## config.mk

```make
export PLATFORM = sky130hd
export DESIGN_NAME = obj_rom_arbiter
export DESIGN_NICKNAME = d
export VERILOG_FILES = /design/src/rtl/obj_rom_arbiter.sv
export SDC_FILE = /design/constraint.sdc
export NUM_CORES = 1
export LEC_CHECK = 0
export BUFFER_PORTS_ARGS = -buffer_cell sky130_fd_sc_hd__buf_4
export CAP_MARGIN = 20
export CORE_ASPECT_RATIO = 0.6
export CORE_MARGIN = 2
export CORE_UTILIZATION = 53
export DETAILED_ROUTE_END_ITERATION = 12
export PLACE_DENSITY = 0.85
export SYNTH_ARGS = -nofsm -noshare
export SYNTH_HDL_FRONTEND = slang
export SYNTH_SLANG_ARGS = --single-unit
```

## constraint.sdc

```tcl
create_clock -name clk -period 3.65 [get_ports clk]
set_input_delay 0.73 -clock clk [delete_from_list [all_inputs] [get_ports clk]]
set_output_delay 0.73 -clock clk [all_outputs]
set_load 0.05 [all_outputs]
```

## src/rtl/obj_rom_arbiter.sv

```systemverilog
// Two-client arbiter for the shared sprite-ROM SDRAM channel.
// Client A has priority; a starvation counter guarantees B a slot after STARVE_LIMIT A grants.
module obj_rom_arbiter #(
    parameter int unsigned AW           = 25,
    parameter int unsigned DW           = 64,
    parameter int unsigned STARVE_LIMIT = 4
) (
    input  logic          clk,
    input  logic          reset,

    input  logic          a_req,
    input  logic [AW-1:0] a_addr,
    output logic          a_rdy,
    output logic [DW-1:0] a_data,
    input  logic          a_refresh_ok,

    input  logic          b_req,
    input  logic [AW-1:0] b_addr,
    output logic          b_rdy,
    output logic [DW-1:0] b_data,
    input  logic          b_refresh_ok,

    output logic          sdr_req,
    output logic [AW-1:0] sdr_addr,
    input  logic          sdr_rdy,
    input  logic [DW-1:0] sdr_data,
    output logic          sdr_refresh,

    output logic          err_overlap
);

    localparam logic [1:0] StIdle  = 2'd0;
    localparam logic [1:0] StIssue = 2'd1;
    localparam logic [1:0] StWait  = 2'd2;

    localparam logic [3:0] StarveLimit = 4'(STARVE_LIMIT);

    logic [1:0]    state_q, state_d;
    logic          gnt_b_q, gnt_b_d;
    logic          pend_a_q, pend_a_d;
    logic          pend_b_q, pend_b_d;
    logic [AW-1:0] addr_a_q, addr_a_d;
    logic [AW-1:0] addr_b_q, addr_b_d;
    logic [3:0]    starve_q, starve_d;
    logic [AW-1:0] sdr_addr_q, sdr_addr_d;
    logic          refresh_q, refresh_d;
    logic          a_rdy_q, a_rdy_d;
    logic          b_rdy_q, b_rdy_d;
    logic [DW-1:0] a_data_q, a_data_d;
    logic [DW-1:0] b_data_q, b_data_d;
    logic          err_q, err_d;

    logic in_idle;
    logic busy_a, busy_b;
    logic a_acc, b_acc;
    logic a_eff, b_eff;
    logic pick_a, pick_b;
    logic done;

    // A client is busy while its request is latched or its transaction is on the channel.
    assign in_idle = (state_q == StIdle);
    assign busy_a  = pend_a_q | (~in_idle & ~gnt_b_q);
    assign busy_b  = pend_b_q | (~in_idle &  gnt_b_q);
    assign a_acc   = a_req & ~busy_a;
    assign b_acc   = b_req & ~busy_b;
    assign a_eff   = pend_a_q | a_acc;
    assign b_eff   = pend_b_q | b_acc;
    assign pick_a  = in_idle & a_eff & ~(b_eff & (starve_q >= StarveLimit));
    assign pick_b  = in_idle & b_eff & ~pick_a;
    assign done    = (state_q == StWait) & sdr_rdy;

    always_comb begin
        state_d    = state_q;
        gnt_b_d    = gnt_b_q;
        pend_a_d   = pend_a_q;
        pend_b_d   = pend_b_q;
        addr_a_d   = addr_a_q;
        addr_b_d   = addr_b_q;
        sdr_addr_d = sdr_addr_q;
        a_rdy_d    = a_rdy_q;
        b_rdy_d    = b_rdy_q;
        a_data_d   = a_data_q;
        b_data_d   = b_data_q;

        if (a_acc) begin
            pend_a_d = 1'b1;
            addr_a_d = a_addr;
            a_rdy_d  = 1'b0;
        end
        if (b_acc) begin
            pend_b_d = 1'b1;
            addr_b_d = b_addr;
            b_rdy_d  = 1'b0;
        end

        case (state_q)
            StIdle: begin
                if (pick_a) begin
                    state_d    = StIssue;
                    gnt_b_d    = 1'b0;
                    sdr_addr_d = a_acc ? a_addr : addr_a_q;
                end else if (pick_b) begin
                    state_d    = StIssue;
                    gnt_b_d    = 1'b1;
                    sdr_addr_d = b_acc ? b_addr : addr_b_q;
                end
            end
            StIssue: begin
                state_d = StWait;
                if (gnt_b_q) begin
                    pend_b_d = 1'b0;
                end else begin
                    pend_a_d = 1'b0;
                end
            end
            StWait: begin
                if (sdr_rdy) begin
                    state_d = StIdle;
                    if (gnt_b_q) begin
                        b_rdy_d  = 1'b1;
                        b_data_d = sdr_data;
                    end else begin
                        a_rdy_d  = 1'b1;
                        a_data_d = sdr_data;
                    end
                end
            end
            default: state_d = StIdle;
        endcase
    end

    always_comb begin
        starve_d = starve_q;
        if (pick_b) begin
            starve_d = 4'd0;
        end else if (pick_a && b_eff) begin
            starve_d = (starve_q == 4'hF) ? 4'hF : starve_q + 4'd1;
        end else if (!b_eff) begin
            starve_d = 4'd0;
        end
    end

    // Refresh only when the channel is quiet and both clients allow it.
    assign refresh_d = in_idle & ~pend_a_q & ~pend_b_q & ~a_req & ~b_req
                     & a_refresh_ok & b_refresh_ok;

    assign err_d = err_q | (a_req & busy_a) | (b_req & busy_b);

    always_ff @(posedge clk) begin
        if (reset) begin
            state_q    <= StIdle;
            gnt_b_q    <= 1'b0;
            pend_a_q   <= 1'b0;
            pend_b_q   <= 1'b0;
            addr_a_q   <= '0;
            addr_b_q   <= '0;
            starve_q   <= 4'd0;
            sdr_addr_q <= '0;
            refresh_q  <= 1'b0;
            a_rdy_q    <= 1'b0;
            b_rdy_q    <= 1'b0;
            a_data_q   <= '0;
            b_data_q   <= '0;
            err_q      <= 1'b0;
        end else begin
            state_q    <= state_d;
            gnt_b_q    <= gnt_b_d;
            pend_a_q   <= pend_a_d;
            pend_b_q   <= pend_b_d;
            addr_a_q   <= addr_a_d;
            addr_b_q   <= addr_b_d;
            starve_q   <= starve_d;
            sdr_addr_q <= sdr_addr_d;
            refresh_q  <= refresh_d;
            a_rdy_q    <= a_rdy_d;
            b_rdy_q    <= b_rdy_d;
            a_data_q   <= a_data_d;
            b_data_q   <= b_data_d;
            err_q      <= err_d;
        end
    end

    assign sdr_req     = (state_q == StIssue);
    assign sdr_addr    = sdr_addr_q;
    assign sdr_refresh = refresh_q;
    assign a_rdy       = a_rdy_q;
    assign b_rdy       = b_rdy_q;
    assign a_data      = a_data_q;
    assign b_data      = b_data_q;
    assign err_overlap = err_q;

endmodule

```

Word-level counts from Yosys, hierarchy flattened
Index checks and enable logic that the tools add are counted.
{ "word_totals": {"word_cells": 90, "register_bits": 216, "in_bits": 121, "output_inout_bits": 158} }
{ "op_classes": {"n_mux": 27, "eq_ne": 6, "n_reduce_logical": 8, "bitwise": 33, "add_sub_neg": 1, "n_lt_le_gt_ge": 1} }
{ "ops": {"columns": ["operator", "count"], "rows": [
  ["25-bit 2-to-1 mux", 4],
  ["1-bit bitwise AND", 17],
  ["1-bit 2-to-1 mux", 16],
  ["4-bit 2-to-1 mux", 3],
  ["1-bit inverter", 10],
  ["2-bit 2-to-1 mux", 3],
  ["1-bit bitwise OR", 6],
  ["2-bit one-hot mux with 3 select lines", 1],
  ["3-bit AND reduction", 2],
  ["4-bit by 1-bit adder with 4-bit output, second input constant", 1],
  ["4-bit == test, second input constant", 1],
  ["4-bit by 3-bit >= comparator with 1-bit output, second input constant", 1],
  ["2-bit AND reduction", 2],
  ["3-bit by 1-bit inequality test with 1-bit output, second input constant", 1],
  ["2-bit by 1-bit == test with 1-bit output, second input constant", 1],
  ["2-bit == test, second input constant", 1],
  ["2-bit zero test", 1],
  ["2-bit by 1-bit inequality test with 1-bit output, second input constant", 1],
  ["2-bit inequality test, second input constant", 1],
  ["2-bit nonzero test", 1],
  ["2-bit OR reduction", 1],
  ["1-bit logical AND", 1]
]} }

Longest topological paths before layout
{ "depth": {"depth_word": 15, "depth_mapped": 6, "mapped_depth_nobuf": 5} }

Worst setup path before layout
Ideal clock, no wire load.
{ "synth_timing": {"path_type": "input port to flip-flop", "startpoint": "input port a_req", "endpoint": "register sdr_addr_q[10] (netlist: sdr_addr[10])", "slack_ns": 1.714, "arrival_time_ns": 1.858, "required_time_ns": 3.571, "path_stages": 6, "n_path_buf": 2, "setup_ns": 0.079, "cell_sequence": "nor2_1 nor3_2 or3_1 buf_4 buf_4 o221ai_2"} }
{ "synth_between": {"elab_chain_cells": 8, "word_cells_on_any_way": 10, "classes_between": "mux: 2; bitwise: 6; reduce/logical: 2"} }
{ "synth_rtl": {"columns": ["item", "line", "text"], "rows": [
  ["from (decl)", "11", "input logic a_req,"],
  ["1-bit bitwise AND (*)", "64", "assign a_acc = a_req & ~busy_a;"],
  ["1-bit bitwise OR", "66", "assign a_eff = pend_a_q | a_acc;"],
  ["1-bit bitwise AND (2 in a row)", "68", "assign pick_a = in_idle & a_eff & ~(b_eff & (starve_q >= StarveLimit));"],
  ["1-bit inverter", "69", "assign pick_b = in_idle & b_eff & ~pick_a;"],
  ["1-bit bitwise AND", "69", null],
  ["2-bit nonzero test (no line)", null, null],
  ["2-bit AND reduction (no line)", null, null],
  ["to (signal assigned)", "173", "sdr_addr_q <= sdr_addr_d;"],
  ["to (decl)", "45", "logic [AW-1:0] sdr_addr_q, sdr_addr_d;"]
]} }
Every way passes the cells marked *; elsewhere a longest branch is shown, timed or not.
A chain may end at the register's enable or synchronous reset.

Worst setup path in the final report
{ "layout_timing": {"startpoint": "register state_q[1]", "endpoint": "output port sdr_req"} }
{ "layout_between": {"elab_chain_cells": 1} }
{ "layout_rtl": {"columns": ["item", "line", "text"], "rows": [
  ["from (decl)", "38", "logic [1:0] state_q, state_d;"],
  ["from (signal assigned)", "151", "state_q <= StIdle;"],
  ["from (signal assigned)", "166", "state_q <= state_d;"],
  ["2-bit by 1-bit == test with 1-bit output", "183", "assign sdr_req = (state_q == StIssue);"],
  ["to (decl)", "23", "output logic sdr_req,"]
]} }
Every way passes these cells.

==> results by group <==
Synth
  • Synth Cell Area: around 0.008 mm2
  • Synth Net Count: about 1000
  • Synth unique cells: 33
  • Post-synth EDFFs: 0
  • Register area share after synthesis: 0.557
  • Synth top area cells: dfxtp_1 (56%), nand2_1 (12%), a21oi_1 (8.9%), mux2i_1 (6.4%), o221ai_2 (3.9%)
  • Area fraction of the dominant cell type after synthesis: 0.557
  • Yosys warning count: 0
  • Cell accounting for the most synthesized area: dfxtp_1
  • Top_reg_cell synth: dfxtp_1
  • Syn Inst Count: approximately 870
  • Synthesized area per cell: around 9 um2
  • Flops & latches, synth: about 220
  • Asr flop ratio synth: 0

Timing
  • Final hold vios: 0
  • Final setup viols: 0
  • Max-slew violation count: 0
  • Worst-Margin Slew: a little over 0.8 ns
  • Relative slew slack: 0.448
  • Top achievable clock speed: 469 MHz
  • Setup TNS Final: 0 ns
  • Fin crit share: 0.584
  • Final worst setup slack: between 1.5 and 2 ns
  • RSZ-0062 raised after global routing: no
  • Skew final: around 0.0079 ns
  • Final worst path period need: around 2.1 ns

Clocking
  • Post-CTS Setup Inserts: 0
  • CTS tree: yes
  • # clock sinks: about 220
  • Clk pin slew, worst setup/hold paths: approximately 0.06 ns
  • Clk root buf: clkbuf_16
  • Post-CTS sizing: 0
  • Num CTS Buffers: 20
  • Clk_lat worst skew: around 0.48 ns
  • CTS H-tree lvls: 1
  • Clock buffer depth: 3
  • Cts hold-fix bufs: 0

Routing
  • Detailed-route DRC error count: 0
  • Routed Antenna Nets: 0
  • DRT Wirelength: 21900 um
  • Drt wl/cell: roughly 17 um
  • DR iter-0 viols: ~490
  • Vias per cell: 5.25
  • Vias post-DR: ~7000
  • Drt first pass iters: 5

Power
  • Switch Pwr: approximately 0.0015 W
  • Cell Pwr Density: 525 mW/mm2
  • Proportion of power drawn by combinational gates: 0.156
  • P_int: around 0.0041 W
  • Power share of the clock group: 0.390
  • Sw frac: 0.273
  • LEAKAGE: 4.54 nW
  • Maximum VDD drop: roughly 0.34 mV
  • Register share of total power: 0.454
  • Total Power: 0.00558 W

GRT
  • Grt ovf: 0
  • Vias in the first global route: 6820
  • Total track usage: 0.273
  • Largest net degree at the start of global routing: roughly 120
  • Antenna violations before repair: 0
  • First-pass GRT wire length: around 35000 um

Placed design
  • Pre-CTS setup slack: approximately 1.3 ns
  • Post-DP HPWL: 14800 um
  • GPL Wtd Cong: around 0.82
  • # port buffers: roughly 280
  • Cell Area, Placed: ~0.01 mm2

Finish
  • Final instance area: roughly 0.011 mm2
  • Commonest non-fill, non-tap cell in the layout: buf_4
  • Fill cell count: roughly 1100
  • ANT cells: 0
  • Final Util: 0.737
  • Area delta synth->final: 36.8%
  • Most frequent cells in the layout: buf_4 (286), nand2_1 (258), dfxtp_1 (216)
  • Layout cells sized above 1: 0.313
  • Nets: approximately 1200

Critical path
  • Setup crit end kind: output pin
  • CP Cell Sequence: nand2b_1, inv_1, buf_4
  • Crit path largest cell delay: about 0.43 ns
  • CP max stage cell: dfxtp_1
  • Crit path kind: reg2out
  • CP Max Fanout: 7
  • CP startpoint kind: flip-flop
  • Critical path required time: 2.92 ns
  • CP Buf/Inv Count: 2
  • Crit-path leading delay family: flip-flops
  • Crit path arrival time: 1.40 ns

Die
  • Boundary Pins: about 280
  • Die ar.: around 0.016 mm2
  • Chip Width: ~160 um
  • Initial core utilization: 0.539
  • Core area: 0.0144 mm2
  • # rows: 34
  • Die height: 97.8 um

Run status
  • Status: completed

Hold path
  • Type of the worst min-delay path: reg2reg

Job
  • Max cap viols: 0
[power groups by stage]
stage / Sequential, W / Clock (W) / Combinational [W]
6_report: 0.00253 / 0.00217 / 0.000869
4_1_cts: 0.00253 / 0.00220 / 0.000870
3_5_place_dp: 0.00258 / 0 / 0.000868
3_3_place_gp: 0.00258 / 0 / 0.000855
2_1_floorplan: 0.00279 / 0 / 0.000353
5_1_grt: 0.00254 / 0.00231 / 0.000926
[cell usage after synthesis, types with 3 or more instances]
cell type    n
clkbuf_1    41
buf_6        3
a21oi_1    138
buf_1        6
inv_1        3
o221ai_2    20
buf_4        4
nand2b_1     4
o221ai_1     5
buf_2       13
nor2_1      62
mux2i_1     50
nand3b_1    27
o21ai_0      4
dfxtp_1    216
nand2_1    258
[sequential cells by signal, indices dropped and copies added (netlist names), 2 cells and up]
register and count:
a_data 64, b_data 64, addr_a_q 25, addr_b_q 25, sdr_addr 25, starve_q 4
state_q 2
[layer usage]
metal | wire, um | GRT usage | vias up
li1 | - | - | 3402
met1 | 9020 | 0.337 | 3269
met2 | 10500 | 0.461 | 249
met3 | 1640 | 0.0799 | 49
met4 | 734 | 0.0949 | 0
met5 | 0 | 0 | -
[worst min-delay path, cell delays in order (launching register included)]
cell and delay (ns):
dfxtp_1 0.32, nand2_1 0.06, nor2_1 0.03
[per-stage QoR]
stage / hold WS [ns] / std cells
6_report: 0.447 / 1327
5_1_grt: 0.462 / 1327
4_1_cts: 0.447 / 1327
3_5_place_dp: 0.438 / 1293
3_3_place_gp: 0.441 / 1293
2_1_floorplan: 0.423 / 873
[logic make-up after synthesis]
group	count (synthesis)	synth area share
multiplexers	50	0.0644
AO/OA/AOI/OAI	172	0.141
adder cells (fa/ha/maj)	1	0.00161
buffers and inverters	70	0.0407
AND/OR/NAND/NOR	364	0.196
flip-flops	216	0.557
[area by class of cell]
class                   instances  area (um2)  share of cell area
clock buffers                  25         581              0.0546
inverters                       3        11.3             0.00106
repair buffers                289        2200               0.207
well taps                     198         248              0.0233
multi-input cells             587        3160               0.297
flip-flops and latches        216        4320               0.407
clock inverters                 9         109              0.0102
[path summary, 6_finish.rpt]
kind / start / to / slack (ns) / cells after the start
setup / recovery: state_q[1] / sdr_req / 1.52 / 3
hold / removal: starve_q[3] / starve_q[3] / 0.45 / 2
setup reg to reg: gnt_b_q / sdr_addr[20] / 1.59 / 5
hold reg to reg: starve_q[3] / starve_q[3] / 0.45 / 2
Power figures use the tool's default switching activity.
